--- src/rtl/cond_pkg.sv ---
// rtl/cond_pkg.sv - shared types and constants for the conditional issue controller
package cond_pkg;

    typedef enum logic [3:0] {
        EQ = 4'd0,
        NE = 4'd1,
        CS = 4'd2,
        CC = 4'd3,
        MI = 4'd4,
        PL = 4'd5,
        VS = 4'd6,
        VC = 4'd7,
        HI = 4'd8,
        LS = 4'd9,
        GE = 4'd10,
        LT = 4'd11,
        GT = 4'd12,
        LE = 4'd13,
        AL = 4'd14,
        NV = 4'd15
    } cond_e;

    localparam int N_IDX = 3;
    localparam int Z_IDX = 2;
    localparam int C_IDX = 1;
    localparam int V_IDX = 0;

    typedef enum logic {
        RUN  = 1'b0,
        HOLD = 1'b1
    } fsm_e;

endpackage

--- src/rtl/cond_eval.sv ---
// rtl/cond_eval.sv - combinational ARM condition-code evaluator
module cond_eval
    import cond_pkg::*;
(
    input  logic [3:0] cond,
    input  logic [3:0] nzcv,
    output logic       pass
);

    logic n, z, c, v;

    assign n = nzcv[N_IDX];
    assign z = nzcv[Z_IDX];
    assign c = nzcv[C_IDX];
    assign v = nzcv[V_IDX];

    always_comb begin
        pass = 1'b0;
        case (cond_e'(cond))
            EQ: pass = z;
            NE: pass = ~z;
            CS: pass = c;
            CC: pass = ~c;
            MI: pass = n;
            PL: pass = ~n;
            VS: pass = v;
            VC: pass = ~v;
            HI: pass = c & ~z;
            LS: pass = ~c | z;
            GE: pass = (n == v);
            LT: pass = (n != v);
            GT: pass = ~z & (n == v);
            LE: pass = z | (n != v);
            AL: pass = 1'b1;
            NV: pass = 1'b0;
            default: pass = 1'b0;
        endcase
    end

endmodule

--- src/rtl/cond_issue_ctrl.sv ---
// rtl/cond_issue_ctrl.sv - issue-stage scheduler holding conditional instructions until NZCV resolves
module cond_issue_ctrl
    import cond_pkg::*;
#(
    parameter int FLAG_LAT = 2,
    parameter int STALL_W  = 16
) (
    input  logic               clk,
    input  logic               rst_n,
    input  logic               id_valid,
    output logic               id_ready,
    input  logic [3:0]         id_cond,
    input  logic               id_s,
    input  logic               ex_flag_we,
    input  logic [3:0]         ex_flags,
    input  logic               flush,
    output logic               issue,
    output logic               exec_en,
    output logic [3:0]         status,
    output logic               state_hold,
    output logic [STALL_W-1:0] stall_cnt
);

    logic [FLAG_LAT-1:0] pend;
    logic [FLAG_LAT-1:0] pend_shift;
    logic [3:0]          ef;
    logic                pass;
    logic                busy;
    logic                reads_flags;
    logic                hazard;
    logic                wr_set;
    fsm_e                state;
    fsm_e                state_nxt;

    assign ef = ex_flag_we ? ex_flags : status;

    cond_eval u_cond_eval (
        .cond (id_cond),
        .nzcv (ef),
        .pass (pass)
    );

    // AL and NV never look at the flags, so they may issue past pending writers
    assign reads_flags = (id_cond != 4'(AL)) && (id_cond != 4'(NV));
    assign wr_set      = issue & exec_en & id_s;

    generate
        if (FLAG_LAT > 1) begin : g_multi
            logic pend_now_unused;
            // pend[0] marks a write landing this cycle; the bypass already covers it
            assign pend_now_unused = pend[0];
            assign busy            = |pend[FLAG_LAT-1:1];
            assign pend_shift      = {wr_set, pend[FLAG_LAT-1:1]};
        end else begin : g_single
            logic pend_now_unused;
            assign pend_now_unused = pend[0];
            assign busy            = 1'b0;
            assign pend_shift      = wr_set;
        end
    endgenerate

    assign hazard     = reads_flags & busy;
    assign id_ready   = ~hazard & ~flush;
    assign issue      = id_valid & id_ready;
    assign exec_en    = issue & pass;
    assign state_hold = (state == HOLD);

    always_ff @(posedge clk or negedge rst_n) begin
        if (!rst_n) begin
            status <= 4'b0000;
        end else if (ex_flag_we) begin
            status <= ex_flags;
        end
    end

    always_ff @(posedge clk or negedge rst_n) begin
        if (!rst_n) begin
            pend <= '0;
        end else if (flush) begin
            pend <= '0;
        end else begin
            pend <= pend_shift;
        end
    end

    always_ff @(posedge clk or negedge rst_n) begin
        if (!rst_n) begin
            stall_cnt <= '0;
        end else if (id_valid && !id_ready && (stall_cnt != {STALL_W{1'b1}})) begin
            stall_cnt <= stall_cnt + 1'b1;
        end
    end

    always_ff @(posedge clk or negedge rst_n) begin
        if (!rst_n) begin
            state <= RUN;
        end else begin
            state <= state_nxt;
        end
    end

    always_comb begin
        state_nxt = state;
        case (state)
            RUN:     if (id_valid && hazard && !flush) state_nxt = HOLD;
            HOLD:    if (!hazard || flush)             state_nxt = RUN;
            default: state_nxt = RUN;
        endcase
    end

endmodule

--- config.mk ---
export PLATFORM = sky130hd
export DESIGN_NAME = cond_issue_ctrl
export DESIGN_NICKNAME = d
export VERILOG_FILES = /design/src/rtl/cond_pkg.sv /design/src/rtl/cond_eval.sv /design/src/rtl/cond_issue_ctrl.sv
export SDC_FILE = /design/constraint.sdc
export NUM_CORES = 1
export LEC_CHECK = 0
export CORE_UTILIZATION = 30
export DETAILED_ROUTE_END_ITERATION = 6
export PLACE_DENSITY = 0.6
export SLEW_MARGIN = 40
export SYNTH_ARGS = -nofsm -noshare
export SYNTH_HDL_FRONTEND = slang
export SYNTH_HIERARCHICAL = 1
export SYNTH_SLANG_ARGS = --single-unit
--- constraint.sdc ---
create_clock -name clk -period 4.65 [get_ports clk]
set_input_delay 0.465 -clock clk [delete_from_list [all_inputs] [get_ports clk]]
set_output_delay 0.465 -clock clk [all_outputs]
set_load 0.02 [all_outputs]
==> impl_metrics.toml, run 1 <==
[place]
portBuffers = 37
post-place-ws_ns = 1.011
dpl_cell_area_sq_um = 1633
dp.cells = 197
hpwl_microns = 1909
gp_congestion = 0.7860

[global_route]
grt_overflow = 0
grt_pass1_vias = 930
grt_pass1_wl_microns = 4257
grt_use_total = 0.1273
grt_max_degree = 23
antenna_found_initial = 0

[critical_path]
criticalPathCategory = "primary input to primary output"
slowest_delay_ns = 0.61
crit_slowest_cell = "clkdlybuf4s50_1"
worstSetupEndpointType = "primary output"
worst-path-buf-inv = 2
startpoint_type = "primary input"
worstPathCellList = "clkdlybuf4s50_1, mux2_2, xor2_1, xor2_1, a2111oi_1, a311oi_1, o22ai_1, and3_1, clkdlybuf4s50_1"
r2r_setup_slack_ns = 2.58
worst-r2r-cell-count = 5
critPathTopFamily = "buffers and inverters"
cp.arrival_ns = 3.18
worstPathRequired_ns = 4.18
reg2reg_to = "stall_cnt[1]"
critPathMaxFanout = 4
reg2reg_from = "stall_cnt[0]"

[min_path]
worstHoldPathType = "primary input to asynchronous set/reset pin"

[cells_and_area]
mostFrequentLayoutCell = "clkdlybuf4s50_1"
post_route_cells_drive_above_1_share = 0.1176
area_growth_pct = 39.94
layout_common_cells = "clkdlybuf4s50_1, dfrtp_1, xor2_1, nand2_1, nor3_1"
nets = 169
final_cell_area_sq_um = 1688
final_core_util = 0.4476
n_antenna_cell = 0
finalNonFillerCells = 201

[die]
floorplan.rows = 22
num_io_pins = 38
coreArea_sq_um = 3771
start_util = 0.3198
die_y_microns = 65.41
die_area_sq_um = 4278
die_x_microns = 65.41

[cts]
clk-insertion-delay-late_ns = 0.26
clock_path_buffers = 2
path_clk_slew_ns = 0.08
cts_resized = 0
cts_hold_buf = 0
cts_sinks = 22
cts_buffers = 3
cts_setup_buffers = 0
cts_root_buf = "clkbuf_8"
htreeDepth = 1
cts_tree = "yes"

[logic_synthesis]
synth_area_sq_um = 1206
synth_top_cell_by_area = "dfrtp_1"
ys_seq_elements = 22
async_flop_share = 1.000
ys_seq_area_frac = 0.4564
synth_flop_cell = "dfrtp_1"
syn_area_per_cell_sq_um = 10.49
synth_edf_count = 0
synth_top_cell_area_share = 0.4564
synth.area.top_cells = "dfrtp_1, xor2_1, mux2_2"
ys_types = 37
syn_inst = 115
ys.warnings.count = 6
synth_nets = 130

[route]
postRouteAntennaNets = 0
drt_pass1_iterations = 4
wl_microns = 2525
num_vias = 992
wire_per_inst_microns = 12.56
drc = 0
dr.first_iter.drc_count = 25
viasPerCell = 4.935

[timing]
final-max-slew-violation-count = 0
setup_slack_ns = 1.004
clock_skew_ns = 0.003589
max_slew_margin = 0.5447
post-route-min-period_ns = 3.646
setup_viol_count_final = 0
holdWs_ns = 0.1535
rsz0062_at_grt = "false"
worst_pin_slew_ns = 0.6779
finalHoldViolCount = 0
fmax_ghz = 0.2743
fin_crit_sh = 0.7840
tns_ns = 0

[power]
p_leak_nw = 0.6856
powerDensity_nw_per_um2 = 371.5
vdd_drop_max_v = 0.0002823
power_mw = 0.6270

[flow_run]
cap_violations = 0

[run_status]
run_status = "complete, no violations"
-- synth_stat cells, drive strengths merged (2+ instances only) --
cell   instances
nand4          5
nor3           7
nor4           7
a21oi          4
xnor2          2
buf            3
nor4b          2
or3            2
mux2           5
nor2           6
nand2          7
or2            2
and2           2
nand3          5
dfrtp         22
xor2          17
-- registers in the layout, indices dropped and copies added, names as in the netlist --
name,cells
stall_cnt,16
pend,1
status,4
state_hold,1
-- how the worst max path moves through the flow --
| stage | startpoint | end | cells past startpoint |
|---|---|---|---|
| 4_1_cts | ex_flag_we | exec_en | 9 |
| 6_report | ex_flag_we | exec_en | 9 |
| 5_1_grt | ex_flag_we | exec_en | 9 |
| 2_1_floorplan | ex_flag_we | exec_en | 7 |
| 3_5_place_dp | ex_flag_we | exec_en | 9 |
| 3_3_place_gp | ex_flag_we | exec_en | 9 |
-- area by class of cell --
class,instances,area [sq um]
timing repair buffer,38,372.9
sequential,22,550.5
tap,48,60.06
multi-input combinational,88,645.6
inverter,1,3.754
fill,363,2083
clock buffer,4,55.05
-- power breakdown --
part           internal, mW  total [mW]  switching (mW)
clock network        0.0754       0.135          0.0597
registers             0.227       0.274          0.0469
logic                 0.110       0.218           0.107
total                 0.413       0.627           0.214
-- per-layer routing --
| layer | global-route usage | vias up | part of all wire |
|---|---|---|---|
| met2 | 0.1946 | 23 | 0.46 |
| met3 | 0.03125 | 2 | 0.047 |
| li1 | - | 494 | - |
| met1 | 0.1752 | 473 | 0.48 |
| met4 | 0.04076 | 0 | 0.012 |
| met5 | 0 | - | 0 |
-- kinds of logic (layout without fill, tap and decap cells) --
| group | Yosys count | count (layout) | synth area share |
|---|---|---|---|
| buffers and inverters | 5 | 43 | 0.02074 |
| AO/OA/AOI/OAI | 11 | 11 | 0.06121 |
| XOR/XNOR | 19 | 19 | 0.1380 |
| multiplexers | 6 | 6 | 0.05498 |
| AND/OR/NAND/NOR | 51 | 51 | 0.2583 |
| adder cells (fa/ha/maj) | 1 | 1 | 0.01037 |
| flip-flops | 22 | 22 | 0.4564 |
(Power assumes the default switching activity.)
==> inputs of run 2 (changes only) <==
PLACE_DENSITY = 0.62   (was 0.6)
clock period = 3.2 ns   (was 4.65 ns; I/O delays follow)
==> run 2 against run 1 <==
  * Routed wire length up 1.5%
  * Largest cell class unchanged
  * Total power up 55%
  * Critical path depth is 1 higher
  * Critical endpoint unchanged
==> impl_metrics.toml, run 2 (same netlist as run 1, synthesis figures left out) <==
[place]
gp_congestion = 0.7384
portBuffers = 37
dpl_cell_area_sq_um = 1662
hpwl_microns = 1973
dp.cells = 202

[cts]
clock_path_buffers = 2
cts_resized = 1
cts_tree = "yes"
cts_buffers = 3
htreeDepth = 1
path_clk_slew_ns = 0.08
cts_hold_buf = 0
clk-insertion-delay-late_ns = 0.26
cts_root_buf = "clkbuf_8"
cts_setup_buffers = 0
cts_sinks = 22

[critical_path]
cp.arrival_ns = 2.71
slowest_delay_ns = 0.55
worstSetupEndpointType = "primary output"
worstPathCellList = "clkdlybuf4s50_1, buf_4, mux2_2, nor2_1, a211oi_1, a2111oi_1, a311oi_1, o22ai_1, and3_1, dlygate4sd2_1"
critPathTopFamily = "buffers and inverters"
critPathMaxFanout = 5
worstPathRequired_ns = 2.88
startpoint_type = "primary input"
worst-path-buf-inv = 3
criticalPathCategory = "primary input to primary output"
crit_slowest_cell = "clkdlybuf4s50_1"

[die]
coreArea_sq_um = 3771
num_io_pins = 38
die_y_microns = 65.41
die_x_microns = 65.41
floorplan.rows = 22
start_util = 0.3198
die_area_sq_um = 4278

[timing]
setup_viol_count_final = 0
finalHoldViolCount = 0
final-max-slew-violation-count = 0
post-route-min-period_ns = 3.028
max_slew_margin = 0.6243
rsz0062_at_grt = "false"
fin_crit_sh = 0.9461
worst_pin_slew_ns = 0.5588
clock_skew_ns = 0.002888
fmax_ghz = 0.3303

[power]
switching_power_mw = 0.3103
power_mw = 0.9740
seqPwrFrac = 0.409
p_int_mw = 0.6637
sw_frac_of_total = 0.3186
p_leak_nw = 0.7049
vdd_drop_max_v = 0.0002986
combPwrFrac = 0.331
clkPwrFrac = 0.260
powerDensity_nw_per_um2 = 562.5

[route]
wl_microns = 2564
wire_per_inst_microns = 12.45
drt_pass1_iterations = 4
postRouteAntennaNets = 0
dr.first_iter.drc_count = 46
drc = 0
viasPerCell = 4.883
num_vias = 1006

[min_path]
worstHoldPathType = "primary input to asynchronous set/reset pin"

[cells_and_area]
top_regs = "stall_cnt x16, status x4"
largest_register = "stall_cnt"
fillers = 339
post_route_cells_drive_above_1_share = 0.1456
area_growth_pct = 43.57
nets = 174
layout_common_cells = "clkdlybuf4s50_1, dfrtp_1, xor2_1, nand2_1, nor3_1"
largest_reg_flops = 16
final_cell_area_sq_um = 1732
n_antenna_cell = 0
multi_input_area_sq_um = 636.9
mostFrequentLayoutCell = "clkdlybuf4s50_1"
finalNonFillerCells = 206
seq_area_sq_um = 550.5

[global_route]
grt_max_degree = 23
antenna_found_initial = 0
grt_use_total = 0.1314
grt_pass1_vias = 928
grt_pass1_wl_microns = 4291
grt_overflow = 0

[flow_run]
cap_violations = 0

[run_status]
run_status = "complete, no violations"
-- run 2: power by group through the flow --
stage / logic [mW] / registers [mW] / clock network (mW)
3_5_place_dp: 0.325 / 0.405 / 0
5_1_grt: 0.348 / 0.413 / 0.271
2_1_floorplan: 0.103 / 0.457 / 0
4_1_cts: 0.326 / 0.401 / 0.263
3_3_place_gp: 0.323 / 0.404 / 0
6_report: 0.322 / 0.399 / 0.253
-- run 2: worst paths after layout --
kind | from | to | slack [ns] | cells past startpoint
min reg2reg | stall_cnt[0] | stall_cnt[0] | 0.52 | 1
min | rst_n | stall_cnt[9] | 0.01 | 1
max | ex_flag_we | exec_en | 0.17 | 10
min in group clk | stall_cnt[0] | stall_cnt[0] | 0.52 | 1
max in group asynchronous | rst_n | stall_cnt[5] | 2.85 | 1
max reg2reg | stall_cnt[0] | stall_cnt[1] | 1.12 | 6
-- run 2: metrics by stage --
stage	hold slack (ns)	util	setup slack, ns	TNS [ns]
2_1_floorplan	0.02441	-	0.9875	0
3_3_place_gp	0.5099	0.4419	-0.06155	-0.06155
3_5_place_dp	0.3192	0.4406	-0.09493	-0.09493
4_1_cts	0.02783	0.4592	0.1562	0
5_1_grt	0.04133	0.4592	0.004560	0
6_report	0.01445	0.4592	0.1724	0
-- run 2: worst reg2reg max path, stage by stage, from the launching register on --
cell,delay (ns)
dfrtp_1,0.40
ha_1,0.20
nand4_1,0.21
nor4_2,0.55
buf_4,0.26
nor2_1,0.08
mux2_2,0.27
-- run 2: area by class of cell --
cell class,count,share of cell area
sequential,22,0.3179
timing repair buffer,43,0.2363
clock buffer,3,0.02384
multi-input combinational,88,0.3678
clock inverter,1,0.01734
tap,48,0.03468
inverter,1,0.002168
-- run 2: metal layers --
layer,vias up,GRT usage,routed length [microns]
li1,506,-,-
met1,479,0.1797,1222
met2,19,0.2036,1260
met3,2,0.03125,54
met4,0,0.04076,27
met5,-,0,0
==> inputs of run 3 (changes only) <==
CELL_PAD_IN_SITES_DETAIL_PLACEMENT = 0   (was unset)
CELL_PAD_IN_SITES_GLOBAL_PLACEMENT = 1   (was unset)
PLACE_DENSITY = 0.76   (was 0.62)
==> run 3 against run 2 <==
  * Die area stayed put
  * Critical path depth is 1 lower
  * Design area is 0.43% higher
  * Maximum frequency is 1.6% lower
  * Register-to-register slack worse by 0.05 ns
  * Via count is 0.60% higher
  * Total power is 1.1% higher
  * Core utilization is 0.20 points higher
  * Largest cell class unchanged
  * Highest routed layer unchanged
==> impl_metrics.toml, run 3 (same netlist as run 1, synthesis figures left out) <==
[die]
num_io_pins = 38
start_util = 0.3198
coreArea_sq_um = 3771
floorplan.rows = 22
die_area_sq_um = 4278
die_x_microns = 65.41
die_y_microns = 65.41

[place]
dpl_cell_area_sq_um = 1669
hpwl_microns = 1977
gp_congestion = 0.8649
post-place-ws_ns = -0.1181
portBuffers = 37

[critical_path]
crit_slowest_cell = "clkdlybuf4s50_1"
critPathMaxFanout = 4
worstPathCellList = "clkdlybuf4s50_1, mux2_2, xor2_1, xor2_1, a2111oi_1, a311oi_1, o22ai_1, and3_1, dlygate4sd2_1"
worstPathRequired_ns = 2.88
startpoint_type = "primary input"
cp_common_cell = "xor2_1"
worstSetupEndpointType = "primary output"
slowest_delay_ns = 0.55
criticalPathCategory = "primary input to primary output"
cp.arrival_ns = 2.76

[cts]
path_clk_slew_ns = 0.08
cts_sinks = 22
cts_buffers = 3
cts_tree = "yes"
cts_root_buf = "clkbuf_8"
clk-insertion-delay-late_ns = 0.26
clock_path_buffers = 2
cts_setup_buffers = 0
cts_hold_buf = 0
htreeDepth = 1

[power]
powerDensity_nw_per_um2 = 566.4
clkPwrFrac = 0.261
sw_frac_of_total = 0.3230
seqPwrFrac = 0.406
p_int_mw = 0.6669
combPwrFrac = 0.333
vdd_drop_max_v = 0.0003419
p_leak_nw = 0.7098
switching_power_mw = 0.3182

[route]
wl_microns = 2648
dr.first_iter.drc_count = 17
wire_per_inst_microns = 12.79
num_vias = 1012
viasPerCell = 4.889
drc = 0
drt_pass1_iterations = 4
postRouteAntennaNets = 0

[cells_and_area]
largest_reg_flops = 16
top_regs = "stall_cnt x16, status x4"
post_route_cells_drive_above_1_share = 0.1509
layout_common_cells = "clkdlybuf4s50_1, dfrtp_1, xor2_1"
mostFrequentLayoutCell = "clkdlybuf4s50_1"
area_growth_pct = 44.19
final_core_util = 0.4612
nets = 175
largest_register = "stall_cnt"
n_antenna_cell = 0
final_cell_area_sq_um = 1739

[timing]
finalHoldViolCount = 0
worst_pin_slew_ns = 0.5863
max_slew_margin = 0.6059
fmax_ghz = 0.3251
clock_skew_ns = 0.007004
holdWs_ns = 0.006424
final-max-slew-violation-count = 0
rsz0062_at_grt = "false"
post-route-min-period_ns = 3.076
setup_viol_count_final = 0
setup_slack_ns = 0.1236
fin_crit_sh = 0.9614

[global_route]
grt_use_total = 0.1325
grt_overflow = 0
grt_pass1_vias = 954
grt_pass1_wl_microns = 4305
antenna_found_initial = 0
grt_max_degree = 23

[run_status]
run_status = "complete, no violations"

[flow_run]
cap_violations = 0

[min_path]
worstHoldPathType = "primary input to asynchronous set/reset pin"
==> run 3: cell types whose count changed in the layout (fill, tap and decap cells not counted) <==
cell | previous run | this run
buf_4 | 6 | 7
==> run 3: path summary, 6_finish.rpt <==
check                                     end  slack [ns]  depth (start not counted)     startpoint
worst max register to register   stall_cnt[1]        1.07                          6   stall_cnt[0]
worst min-delay path             stall_cnt[8]       0.006                          1          rst_n
worst max-delay path                  exec_en        0.12                          9     ex_flag_we
worst min register to register  stall_cnt[10]        0.53                          1  stall_cnt[10]
max in group asynchronous        stall_cnt[5]        2.85                          1          rst_n
min in group clk                stall_cnt[10]        0.53                          1  stall_cnt[10]
==> run 3: layer usage <==
layer  share of wire  vias to the layer above  wire length (microns)  GRT usage
met2            0.45                       26                   1198     0.2113
met5               0                        -                      0          0
li1                -                      506                      -          -
met4           0.017                        0                     44    0.05707
met1            0.49                      476                   1291     0.1688
met3           0.042                        4                    112    0.03299
==> run 3: cell type report <==
cell class	instances	area (sq um)
fillers	347	2032
clock buffers	3	41.29
repair buffers	44	416.7
clock inverters	1	30.03
multi-input cells	88	636.9
well taps	48	60.06
flip-flops and latches	22	550.5
inverters	1	3.754
==> run 3: power groups by stage <==
stage	combinational [mW]	clock (mW)	sequential, mW
floorplan	0.103	0	0.457
global placement	0.325	0	0.401
detailed placement	0.331	0	0.405
CTS	0.332	0.266	0.400
global route	0.355	0.278	0.410
finish	0.329	0.257	0.400
==> run 3: worst max-delay path, delay by kind of cell <==
family / cells / cell delay, ns
AND/OR/NAND/NOR: 1 / 0.20
XOR/XNOR: 2 / 0.35
buffers and inverters: 2 / 0.89
AO/OA/AOI/OAI: 3 / 0.62
multiplexers: 1 / 0.38
==> run 3: what timing repair did <==
item,in CTS,in global routing
endpoints found under the hold margin,0,0
endpoints found under the setup margin,1,0
gates resized for setup,1,0
==> run 3: per-stage QoR <==
step                cells  TNS [ns]  power, mW
finish                207         0     0.9851
global route          207         0      1.042
CTS                   207         0     0.9983
detailed placement    203   -0.1181     0.7357
global placement      203  -0.08037     0.7260
floorplan             115         0     0.5593
